===== src/rtl/conv_pkg.sv =====
// Shared definitions for convolution-array schedulers: FSM encodings and the
// per-job window count.
package conv_pkg;

    typedef enum logic [2:0] {
        ST_IDLE   = 3'd0,
        ST_LOAD_W = 3'd1,
        ST_STREAM = 3'd2,
        ST_DRAIN  = 3'd3,
        ST_DONE   = 3'd4
    } conv_state_t;

    // Number of valid 3x3 windows in an img_w x img_h image.
    function automatic int unsigned conv_total(input int unsigned img_w,
                                               input int unsigned img_h);
        return (img_w - 2) * (img_h - 2);
    endfunction

endpackage


===== src/rtl/conv_result_fifo.sv =====
// Synchronous result FIFO with occupancy count; the head entry is presented
// from the storage registers and reads as zero while empty.
module conv_result_fifo #(
    parameter int unsigned WIDTH = 32,
    parameter int unsigned DEPTH = 8,
    localparam int unsigned CNT_W = $clog2(DEPTH + 1)
) (
    input  logic             clk,
    input  logic             rst,
    input  logic             flush,
    input  logic             wr_en,
    input  logic [WIDTH-1:0] wr_data,
    input  logic             rd_en,
    output logic [WIDTH-1:0] rd_data,
    output logic [CNT_W-1:0] count,
    output logic             full,
    output logic             empty
);

    localparam int unsigned PTR_W = $clog2(DEPTH);

    logic [WIDTH-1:0] mem [DEPTH];
    logic [PTR_W-1:0] wr_ptr;
    logic [PTR_W-1:0] rd_ptr;
    logic             do_wr;
    logic             do_rd;

    assign empty   = (count == '0);
    assign full    = (count == CNT_W'(DEPTH));
    assign do_rd   = rd_en && !empty;
    // A write into a full FIFO is fine when the head leaves in the same cycle.
    assign do_wr   = wr_en && (!full || do_rd);
    assign rd_data = empty ? '0 : mem[rd_ptr];

    always_ff @(posedge clk) begin
        if (do_wr) begin
            mem[wr_ptr] <= wr_data;
        end
    end

    always_ff @(posedge clk) begin
        if (rst || flush) begin
            wr_ptr <= '0;
            rd_ptr <= '0;
            count  <= '0;
        end else begin
            if (do_wr) begin
                wr_ptr <= wr_ptr + PTR_W'(1);
            end
            if (do_rd) begin
                rd_ptr <= rd_ptr + PTR_W'(1);
            end
            case ({do_wr, do_rd})
                2'b10:   count <= count + CNT_W'(1);
                2'b01:   count <= count - CNT_W'(1);
                default: count <= count;
            endcase
        end
    end

endmodule


===== src/rtl/conv_array_sched.sv =====
// Job sequencer for the 3x3 systolic convolution array: weight load, credited
// window issue, and result collection into a backpressured output FIFO.
module conv_array_sched
    import conv_pkg::*;
#(
    parameter int unsigned DATA_WIDTH         = 16,
    parameter int unsigned WEIGHT_WIDTH       = 8,
    parameter int unsigned ACCUM_WIDTH        = 32,
    parameter int unsigned IMG_W              = 28,
    parameter int unsigned IMG_H              = 28,
    parameter int unsigned WEIGHT_LOAD_CYCLES = 3,
    parameter int unsigned FIFO_DEPTH         = 8
) (
    input  logic                      clk,
    input  logic                      rst,
    input  logic                      start,
    input  logic [9*WEIGHT_WIDTH-1:0] weights_in,
    output logic                      busy,
    output logic                      done,
    output logic                      error,
    input  logic [9*DATA_WIDTH-1:0]   win_in_data,
    input  logic                      win_in_valid,
    output logic                      win_in_ready,
    output logic                      arr_enable,
    output logic [9*DATA_WIDTH-1:0]   arr_window_data_flat,
    output logic                      arr_window_valid,
    output logic [9*WEIGHT_WIDTH-1:0] arr_weights_flat,
    output logic                      arr_weights_valid,
    input  logic [ACCUM_WIDTH-1:0]    arr_conv_result,
    input  logic                      arr_result_valid,
    output logic [ACCUM_WIDTH-1:0]    out_data,
    output logic                      out_valid,
    input  logic                      out_ready,
    output logic                      out_last
);

    localparam int unsigned TOTAL  = conv_total(IMG_W, IMG_H);
    localparam int unsigned CNT_W  = $clog2(TOTAL + 1);
    localparam int unsigned OCC_W  = $clog2(FIFO_DEPTH + 1);
    localparam int unsigned OCC1_W = OCC_W + 1;
    localparam int unsigned LD_W   = (WEIGHT_LOAD_CYCLES > 1) ? $clog2(WEIGHT_LOAD_CYCLES) : 1;

    conv_state_t       state;
    logic [LD_W-1:0]   ld_cnt;
    logic [CNT_W-1:0]  issued;
    logic [CNT_W-1:0]  popped;
    logic [OCC_W-1:0]  inflight;
    logic              stale;

    logic [OCC_W-1:0]  fifo_count;
    logic              fifo_full;
    logic              fifo_empty;
    logic [ACCUM_WIDTH-1:0] fifo_rd_data;

    logic              start_acc;
    logic              fire;
    logic              pop;
    logic              res_take;
    logic              res_bad;
    logic              last_pop;
    logic [OCC1_W-1:0] occupancy;

    assign start_acc = start && (state == ST_IDLE);
    assign fire      = win_in_valid && win_in_ready;
    assign pop       = out_valid && out_ready;
    assign last_pop  = pop && (popped == CNT_W'(TOTAL - 1));

    // Results still in the array pipe when reset hit are silently discarded.
    assign res_take = arr_result_valid && !stale && (inflight != '0) && (!fifo_full || pop);
    assign res_bad  = arr_result_valid && !stale && !res_take;

    // Credits include the window strobed this cycle, not yet counted in inflight.
    assign occupancy    = OCC1_W'(inflight) + OCC1_W'(arr_window_valid) + OCC1_W'(fifo_count);
    assign win_in_ready = (state == ST_STREAM) && (issued < CNT_W'(TOTAL))
                          && (occupancy < OCC1_W'(FIFO_DEPTH));

    assign arr_enable = busy;
    assign out_valid  = !fifo_empty;
    assign out_data   = fifo_rd_data;
    assign out_last   = out_valid && (popped == CNT_W'(TOTAL - 1));

    // Job FSM with registered status outputs and the latched kernel.
    always_ff @(posedge clk) begin
        if (rst) begin
            state             <= ST_IDLE;
            ld_cnt            <= '0;
            busy              <= 1'b0;
            done              <= 1'b0;
            error             <= 1'b0;
            stale             <= 1'b1;
            arr_weights_valid <= 1'b0;
            arr_weights_flat  <= '0;
        end else begin
            done <= 1'b0;
            if (res_bad) begin
                error <= 1'b1;
            end
            case (state)
                ST_IDLE: begin
                    if (start) begin
                        state             <= ST_LOAD_W;
                        ld_cnt            <= '0;
                        busy              <= 1'b1;
                        error             <= 1'b0;
                        stale             <= 1'b0;
                        arr_weights_valid <= 1'b1;
                        arr_weights_flat  <= weights_in;
                    end
                end
                ST_LOAD_W: begin
                    if (ld_cnt == LD_W'(WEIGHT_LOAD_CYCLES - 1)) begin
                        state <= ST_STREAM;
                    end else begin
                        ld_cnt <= ld_cnt + LD_W'(1);
                    end
                end
                ST_STREAM: begin
                    if (issued == CNT_W'(TOTAL)) begin
                        state <= ST_DRAIN;
                    end
                end
                ST_DRAIN: begin
                    if ((popped == CNT_W'(TOTAL)) || last_pop) begin
                        state             <= ST_DONE;
                        busy              <= 1'b0;
                        arr_weights_valid <= 1'b0;
                        done              <= 1'b1;
                    end
                end
                ST_DONE: begin
                    state <= ST_IDLE;
                end
                default: begin
                    state <= ST_IDLE;
                end
            endcase
        end
    end

    // Window issue path and job counters.
    always_ff @(posedge clk) begin
        if (rst) begin
            arr_window_valid     <= 1'b0;
            arr_window_data_flat <= '0;
            issued               <= '0;
            popped               <= '0;
            inflight             <= '0;
        end else begin
            arr_window_valid <= fire;
            if (fire) begin
                arr_window_data_flat <= win_in_data;
            end
            if (start_acc) begin
                issued   <= '0;
                popped   <= '0;
                inflight <= '0;
            end else begin
                if (fire) begin
                    issued <= issued + CNT_W'(1);
                end
                if (pop) begin
                    popped <= popped + CNT_W'(1);
                end
                case ({arr_window_valid, res_take})
                    2'b10:   inflight <= inflight + OCC_W'(1);
                    2'b01:   inflight <= inflight - OCC_W'(1);
                    default: inflight <= inflight;
                endcase
            end
        end
    end

    conv_result_fifo #(
        .WIDTH (ACCUM_WIDTH),
        .DEPTH (FIFO_DEPTH)
    ) u_fifo (
        .clk     (clk),
        .rst     (rst),
        .flush   (start_acc),
        .wr_en   (res_take),
        .wr_data (arr_conv_result),
        .rd_en   (pop),
        .rd_data (fifo_rd_data),
        .count   (fifo_count),
        .full    (fifo_full),
        .empty   (fifo_empty)
    );

endmodule

===== config.mk =====
export PLATFORM = sky130hd
export DESIGN_NAME = conv_array_sched
export DESIGN_NICKNAME = d
export VERILOG_FILES = /design/src/rtl/conv_pkg.sv /design/src/rtl/conv_result_fifo.sv /design/src/rtl/conv_array_sched.sv
export SDC_FILE = /design/constraint.sdc
export NUM_CORES = 1
export LEC_CHECK = 0
export CAP_MARGIN = 5
export CORE_MARGIN = 2
export CORE_UTILIZATION = 50
export CTS_CLUSTER_DIAMETER = 60
export DETAILED_ROUTE_END_ITERATION = 12
export PLACE_DENSITY = 0.82
export RECOVER_POWER = 50
export SYNTH_ARGS = -nofsm -noshare
export SYNTH_HDL_FRONTEND = slang
export SYNTH_SLANG_ARGS = --single-unit

===== constraint.sdc =====
create_clock -name clk -period 12.3 [get_ports clk]
set_clock_uncertainty 0.05 [all_clocks]
set_input_delay 1.845 -clock clk [delete_from_list [all_inputs] [get_ports clk]]
set_output_delay 1.845 -clock clk [all_outputs]
set_load 0.03 [all_outputs]

==> results of run 1 <==
-- per-layer routing --
metal	track usage (%)	wire length, um	vias to the layer above
met2	49.4	30100	627
li1	-	-	6676
met5	0	27	-
met1	36.2	23100	7289
met3	10.6	6260	104
met4	11.1	1780	4
-- cell families after synthesis --
| group | Yosys count | share of synthesized area [%] |
|---|---|---|
| AND/OR/NAND/NOR | 582 | 12.3 |
| flip-flops | 519 | 66.8 |
| AO/OA/AOI/OAI | 268 | 7.27 |
| buffers and inverters | 121 | 2.52 |
| multiplexers | 100 | 9.29 |
| XOR/XNOR | 18 | 0.813 |
| adder cells (fa/ha/maj) | 17 | 1.10 |
-- cell usage after synthesis (all sizes together) (2+ instances only) --
library cell / n
and3: 8
a21oi: 236
a311oi: 3
nand3: 5
nor4bb: 4
xor2: 12
nor4: 2
o21ai: 15
a21o: 3
nor2: 69
nor3: 3
nand2: 451
nor3b: 4
nor4b: 3
nor2b: 3
edfxtp: 256
nand4: 7
or3: 10
mux2i: 36
clkbuf: 80
buf: 28
or4: 3
ha: 17
mux4: 64
nand2b: 4
inv: 13
and2: 2
dfxtp: 263
o31ai: 4
xnor2: 6
-- power groups by stage --
| stage | combinational, W | clock (W) | sequential [W] |
|---|---|---|---|
| after floorplan | 0.0000472 | 0 | 0.00191 |
| after global placement | 0.000221 | 0 | 0.00187 |
| after detailed placement | 0.000224 | 0 | 0.00188 |
| after CTS | 0.000226 | 0.00162 | 0.00184 |
| after global routing | 0.000235 | 0.00168 | 0.00184 |
| final | 0.000221 | 0.00159 | 0.00184 |
-- per-stage QoR --
stage	hold WS, ns	total power, W	util, %	cell area (um2)	std cells
after floorplan	0.368	0.00195	-	19400	1625
after global placement	0.387	0.00210	64.8	24900	2562
after detailed placement	0.392	0.00210	64.8	24900	2562
after CTS	0.401	0.00368	69.3	26700	2663
after global routing	0.411	0.00376	69.4	26700	2680
final	0.397	0.00365	69.4	26700	2683
-- sequential cells by signal, summed over array words and instances (netlist names), 2 cells and up, named ones only --
| register | cells |
|---|---|
| arr_weights_flat | 72 |
| arr_window_data_flat | 144 |
| u_fifo.count | 4 |
| u_fifo.rd_ptr | 3 |
| u_fifo.mem | 256 |
| popped | 10 |
| u_fifo.wr_ptr | 3 |
| inflight | 4 |
| issued | 10 |
| state | 3 |
| ld_cnt | 2 |
-- layout by cell type, fill, tap and decap left out, types with 4 or more instances in the layout --
cell type and count:
mux2i_1 36, nor4bb_1 4, dfxtp_1 260, nand4_1 6
mux4_2 64, buf_4 15, nor3b_2 4, clkbuf_16 54
clkinv_2 8, a21oi_1 236, nand2b_1 4, or3_1 10
dlygate4sd3_1 151, inv_1 13, clkinv_1 7, nand3_1 5
edfxtp_1 256, o31ai_1 4, diode_2 20, nand2_1 450
ha_1 17, clkbuf_8 6, clkdlybuf4s50_1 358, xor2_1 12
clkbuf_1 13, nor2_1 67, and3_1 8, o21ai_0 15
xnor2_1 6
-- layout make-up --
class | instances | area [um2] | share of cell area, %
Sequential cell | 519 | 13000 | 48.5
Multi-Input combinational cell | 985 | 6030 | 22.6
Timing Repair Buffer | 527 | 5220 | 19.5
Clock buffer | 71 | 1480 | 5.53
Tap cell | 518 | 648 | 2.43
Clock inverter | 30 | 272 | 1.02
Antenna cell | 20 | 50.0 | 0.187
Inverter | 13 | 48.8 | 0.183
-- tightest hold or removal path: cells and delay by family (launching register included) --
kind	cells	cell delay, ns
compound gates	1	0.05
flops	1	0.30
simple gates	1	0.05
-- worst min-delay path by stage --
stage / cells past startpoint / startpoint / slack (ns) / to
after detailed placement: 2 / arr_window_data_flat[46]$_SDFFE_PP0P_ / 0.39 / arr_window_data_flat[46]$_SDFFE_PP0P_
final: 2 / arr_window_data_flat[46]$_SDFFE_PP0P_ / 0.40 / arr_window_data_flat[46]$_SDFFE_PP0P_
after global routing: 2 / arr_window_data_flat[85]$_SDFFE_PP0P_ / 0.41 / arr_window_data_flat[85]$_SDFFE_PP0P_
after CTS: 2 / arr_window_data_flat[46]$_SDFFE_PP0P_ / 0.40 / arr_window_data_flat[46]$_SDFFE_PP0P_
after floorplan: 1 / stale$_SDFFE_PP1P_ / 0.37 / stale$_SDFFE_PP1P_
after global placement: 2 / arr_window_data_flat[25]$_SDFFE_PP0P_ / 0.39 / arr_window_data_flat[25]$_SDFFE_PP0P_
==> impl_metrics.tcl, run 1 <==
set metrics [dict create \
    worstHoldPathType "reg -> reg" \
    pwr-share-clk_pct 43.6 \
    rsz0062_at_grt "no" \
    relSlewSlack_pct -168 \
    required_ns 12.54 \
    postCtsSetupRepairBufs 0 \
    arrival_ns 7.12 \
    die_y_um 201 \
    synth_fp_nets 1896 \
    start_util_pct 50.4 \
    setup_slack_ns 5.42 \
    combPwrFrac_pct 6.0 \
    cellLeakagePower_nw 9.14 \
    slowest_stage "clkbuf_1" \
    worstSetupPathType "in -> reg" \
    dr.pass1.iters 5 \
    synth.distinct_cells 46 \
    ant_nets 0 \
    violations "max-capacitance violations, max-slew violations" \
    hold_violations 0 \
    post_cts_resized 0 \
    async_flop_share_pct 0 \
    grt_usage_pct 29.9 \
    place_ws_ns 7.46 \
    core_um2 38500 \
    status "complete, but fails checks" \
    wirelength_um 61300 \
    vias_per_cell 5.48 \
    route.detailed.drc 0 \
    power_density_nw_per_um2 137 \
    io_buffers 510 \
    cts_root_buf "clkbuf_16" \
    synth_edf_count 256 \
    dieArea_um2 40400 \
    hpwlAfterDp_um 40200 \
    syn2layout_area_growth_pct 37.6 \
    syn-instance-count 1625 \
    critical_path_depth 3 \
    worstReg2RegEnd "arr_window_data_flat[10]$_SDFFE_PP0P_" \
    cpMostUsedCell "clkbuf_1" \
    synth.top_cell.area_share_pct 39.6 \
    syn_area_um2 19400 \
    drtIter0Drc 976 \
    hold_buffers 0 \
    seqPwrFrac_pct 50.3 \
    ff2ff_setup_slack_ns 8.43 \
    io_pins 511 \
    worst_pin_slew_ns 4.01 \
    yosys_warnings 0 \
    synth_top_cell_by_area "edfxtp_1" \
    path_max_fanout 91 \
    syn_area_per_cell_um2 11.9 \
    crit_end "arr_weights_flat[5]$_SDFFE_PP0P_" \
    cts_max_level 2 \
    cp-startpoint "rst" \
    grt_overflow 0 \
    grt_start_max_net_pins 92 \
    synth_seq_area_share_pct 66.8 \
    cp_num_buf_inv 2 \
    cts.path.max_buffers 3 \
    p_int_w 0.00283 \
    critPathMaxStageDelay_ns 2.94 \
    finalCritPeriodShare_pct 56.0 \
    tns_ns 0 \
    die_w_um 201 \
    std_cell_rows 72 \
    vias 14700 \
    setup_viol 0 \
    cpLargestDelayFamily "buffers and inverters" \
    reg2reg_from "u_fifo.count[1]$_SDFFE_PP0P_" \
    worstSkewPairLatency_ns 0.61 \
    path_cells "clkbuf_1 -> clkbuf_1 -> a21oi_1" \
    cts-buffers-inserted 54 \
    grt_pass1_wl_um 90900 \
    clk_pin_slew_worst_paths_ns 0.06 \
    synthTopCellsByArea "edfxtp_1 40%, dfxtp_1 27%, nand2_1 8.7%, mux4_2 7.4%, a21oi_1 6.1%" \
    wl_per_cell_um 22.8 \
    period_minus_slack_ns 6.88 \
    swShare_pct 22.4 \
    cts_tree "done" \
    fin_nets 2371 \
    ys_ff_latch 519 \
    p_switching_w 0.000819 \
    place_congestion 0.921 \
    antenna_found_initial 21 \
    drive_above_1_share_pct 8.58 \
    clock.fmax_mhz 145 \
    endpoint_kind "flop" \
    r2r_cells 7 \
    cts.sinks 519 \
    fillers 2681 \
    synthFlopType "dfxtp_1" \
    start_kind "primary input" \
    vdd_ir_drop_max_uv 123 \
    cap_violations 3 \
    final_max_slew_viol_count 228 \
    grt_pass1_vias 14900 \
]
(Power assumes the default switching activity.)
==> run 2: changes to the inputs <==
--- a/config.mk
+++ b/config.mk
@@ -7,10 +7,10 @@
 export LEC_CHECK = 0
 export CAP_MARGIN = 5
 export CORE_MARGIN = 2
-export CORE_UTILIZATION = 50
+export CORE_UTILIZATION = 44
 export CTS_CLUSTER_DIAMETER = 60
 export DETAILED_ROUTE_END_ITERATION = 12
-export PLACE_DENSITY = 0.82
+export PLACE_DENSITY = 0.76
 export RECOVER_POWER = 50
 export SYNTH_ARGS = -nofsm -noshare
 export SYNTH_HDL_FRONTEND = slang
==> constraint.sdc (replaced) <==
create_clock -name clk -period 5.5 [get_ports clk]
set_clock_uncertainty 0.05 [all_clocks]
set_input_delay 0.825 -clock clk [delete_from_list [all_inputs] [get_ports clk]]
set_output_delay 0.825 -clock clk [all_outputs]
set_load 0.03 [all_outputs]
==> impl_metrics.tcl, run 2 (synthesized netlist as in run 1, its figures left out) <==
set metrics [dict create \
    status "complete, but fails checks" \
    violations "max-capacitance violations, max-slew violations" \
    std_cell_rows 76 \
    io_buffers 510 \
    largestRegisters "u_fifo.mem x256, arr_window_data_flat x144, arr_weights_flat x72" \
    worstSkewPairLatency_ns 0.61 \
    fillers 3413 \
    wl_met2_um 30000 \
    cts.sinks 519 \
    die_w_um 214 \
    vdd_ir_drop_max_uv 237 \
    final_cell_mix "450 x nand2_1, 286 x clkdlybuf4s50_1, 260 x dfxtp_1" \
    rsz0062_at_grt "no" \
    top_register "u_fifo.mem" \
    cts.path.max_buffers 3 \
    worst_pin_slew_ns 3.97 \
    die_y_um 214 \
    setup_slack_ns 0.988 \
    postCtsSetupRepairBufs 0 \
    arrival_ns 4.99 \
    clk_pin_slew_worst_paths_ns 0.06 \
    drtIter0Drc 1093 \
    period_minus_slack_ns 4.51 \
    cts_max_level 2 \
    place_congestion 0.924 \
    syn2layout_area_growth_pct 38.7 \
    fin_nets 2376 \
    path_max_fanout 74 \
    dieArea_um2 45800 \
    final_max_slew_viol_count 75 \
    min_from "arr_window_data_flat[76]$_SDFFE_PP0P_" \
    instances_no_fill 2748 \
    antenna_found_initial 23 \
    grt_overflow 0 \
    wl_per_cell_um 23.7 \
    cap_violations 1 \
    finalCritPeriodShare_pct 82.0 \
    drive_above_1_share_pct 8.85 \
    hpwlAfterDp_um 44800 \
    post_cts_resized 0 \
    ant_nets 0 \
    clock.fmax_mhz 222 \
    r2r_cells 5 \
    grt_pass1_wl_um 95400 \
    ff2ff_setup_slack_ns 1.30 \
    top_layer_used "met5" \
    relSlewSlack_pct -165 \
    start_kind "primary input" \
    power_density_nw_per_um2 311 \
    multi_input_area_um2 6030 \
    cts_root_buf "clkbuf_16" \
    wl_met1_um 25700 \
    dr.pass1.iters 5 \
    start_util_pct 44.8 \
    wirelength_um 65000 \
    layout_commonest_cell "nand2_1" \
    largest_reg_flops 256 \
    route.detailed.drc 0 \
    grt_pass1_vias 14500 \
    worstHoldPathType "reg -> reg" \
    setup_viol 0 \
    hold_depth 2 \
    worstSetupPathType "in -> reg" \
    core_um2 43300 \
    place_ws_ns 1.68 \
    wl_met3_um 7650 \
    cellLeakagePower_nw 9.44 \
    cts-buffers-inserted 55 \
    endpoint_kind "flop" \
    hold_buffers 0 \
    reg2reg_from "state[1]$_SDFFE_PP0P_" \
    io_pins 511 \
    min_to "arr_window_data_flat[76]$_SDFFE_PP0P_" \
    required_ns 5.98 \
    grt_start_max_net_pins 102 \
    grt_usage_pct 28.0 \
    vias_per_cell 5.31 \
    cts_tree "done" \
    dp.cells 2633 \
    register_area_um2 13000 \
    hold_violations 0 \
    worstReg2RegEnd "arr_weights_flat[19]$_SDFFE_PP0P_" \
    tns_ns 0 \
    vias 14600 \
]
run 2: cell count changes in the layout (fill, tap and decap cells not counted), sizes merged:
cell | before | now
clkinvlp | 3 | 4
dlygate4sd3 | 151 | 223
bufinv | 2 | 5
clkbuf | 74 | 71
diode | 20 | 16
clkinv | 20 | 18
clkdlybuf4s50 | 358 | 286
inv | 18 | 16
buf | 15 | 20
run 2: per-stage QoR:
step	area, um2	util [%]	hold WS, ns	total power (W)
2_1_floorplan	19400	-	0.368	0.00437
3_3_place_gp	25000	57.9	0.378	0.00470
3_5_place_dp	25000	57.9	0.387	0.00471
4_1_cts	26900	62.1	0.400	0.00842
5_1_grt	26900	62.2	0.417	0.00858
6_report	26900	62.2	0.397	0.00836
run 2: cell type report:
type	count	share of cell area [%]
Clock buffer	69	5.55
Timing Repair Buffer	531	19.6
Inverter	13	0.181
Clock inverter	30	1.24
Sequential cell	519	48.2
Tap cell	585	2.72
Multi-Input combinational cell	985	22.4
Antenna cell	16	0.149
run 2: worst max-delay path by stage:
stage / startpoint / end / cells past startpoint
CTS: flop / out_data[18] / 5
global route: start / arr_weights_flat[7]$_SDFFE_PP0P_ / 6
floorplan: arr_result_valid / u_fifo.mem[6][0]$_DFFE_PP_ / 4
global placement: arr_result_valid / u_fifo.mem[3][18]$_DFFE_PP_ / 5
detailed placement: arr_result_valid / u_fifo.mem[3][15]$_DFFE_PP_ / 5
finish: start / arr_weights_flat[19]$_SDFFE_PP0P_ / 6
run 2: worst max-delay path, cell delays in order:
cell and delay (ns):
dlygate4sd3_1 0.54, nor2b_1 0.17, nand2_2 0.10, clkbuf_1 2.72, nand2_1 0.25, a21oi_1 0.26
run 2: power breakdown:
group          switching, W  total [W]  internal, W
Combinational      0.000268   0.000503     0.000235
Clock               0.00157    0.00374      0.00217
Sequential        0.0000213    0.00411      0.00409
run 2: metal layers:
| layer | vias up | global-route usage [%] |
|---|---|---|
| li1 | 6671 | - |
| met1 | 7185 | 35.4 |
| met2 | 620 | 43.7 |
| met3 | 98 | 12.0 |
| met4 | 6 | 8.39 |
| met5 | - | 0 |
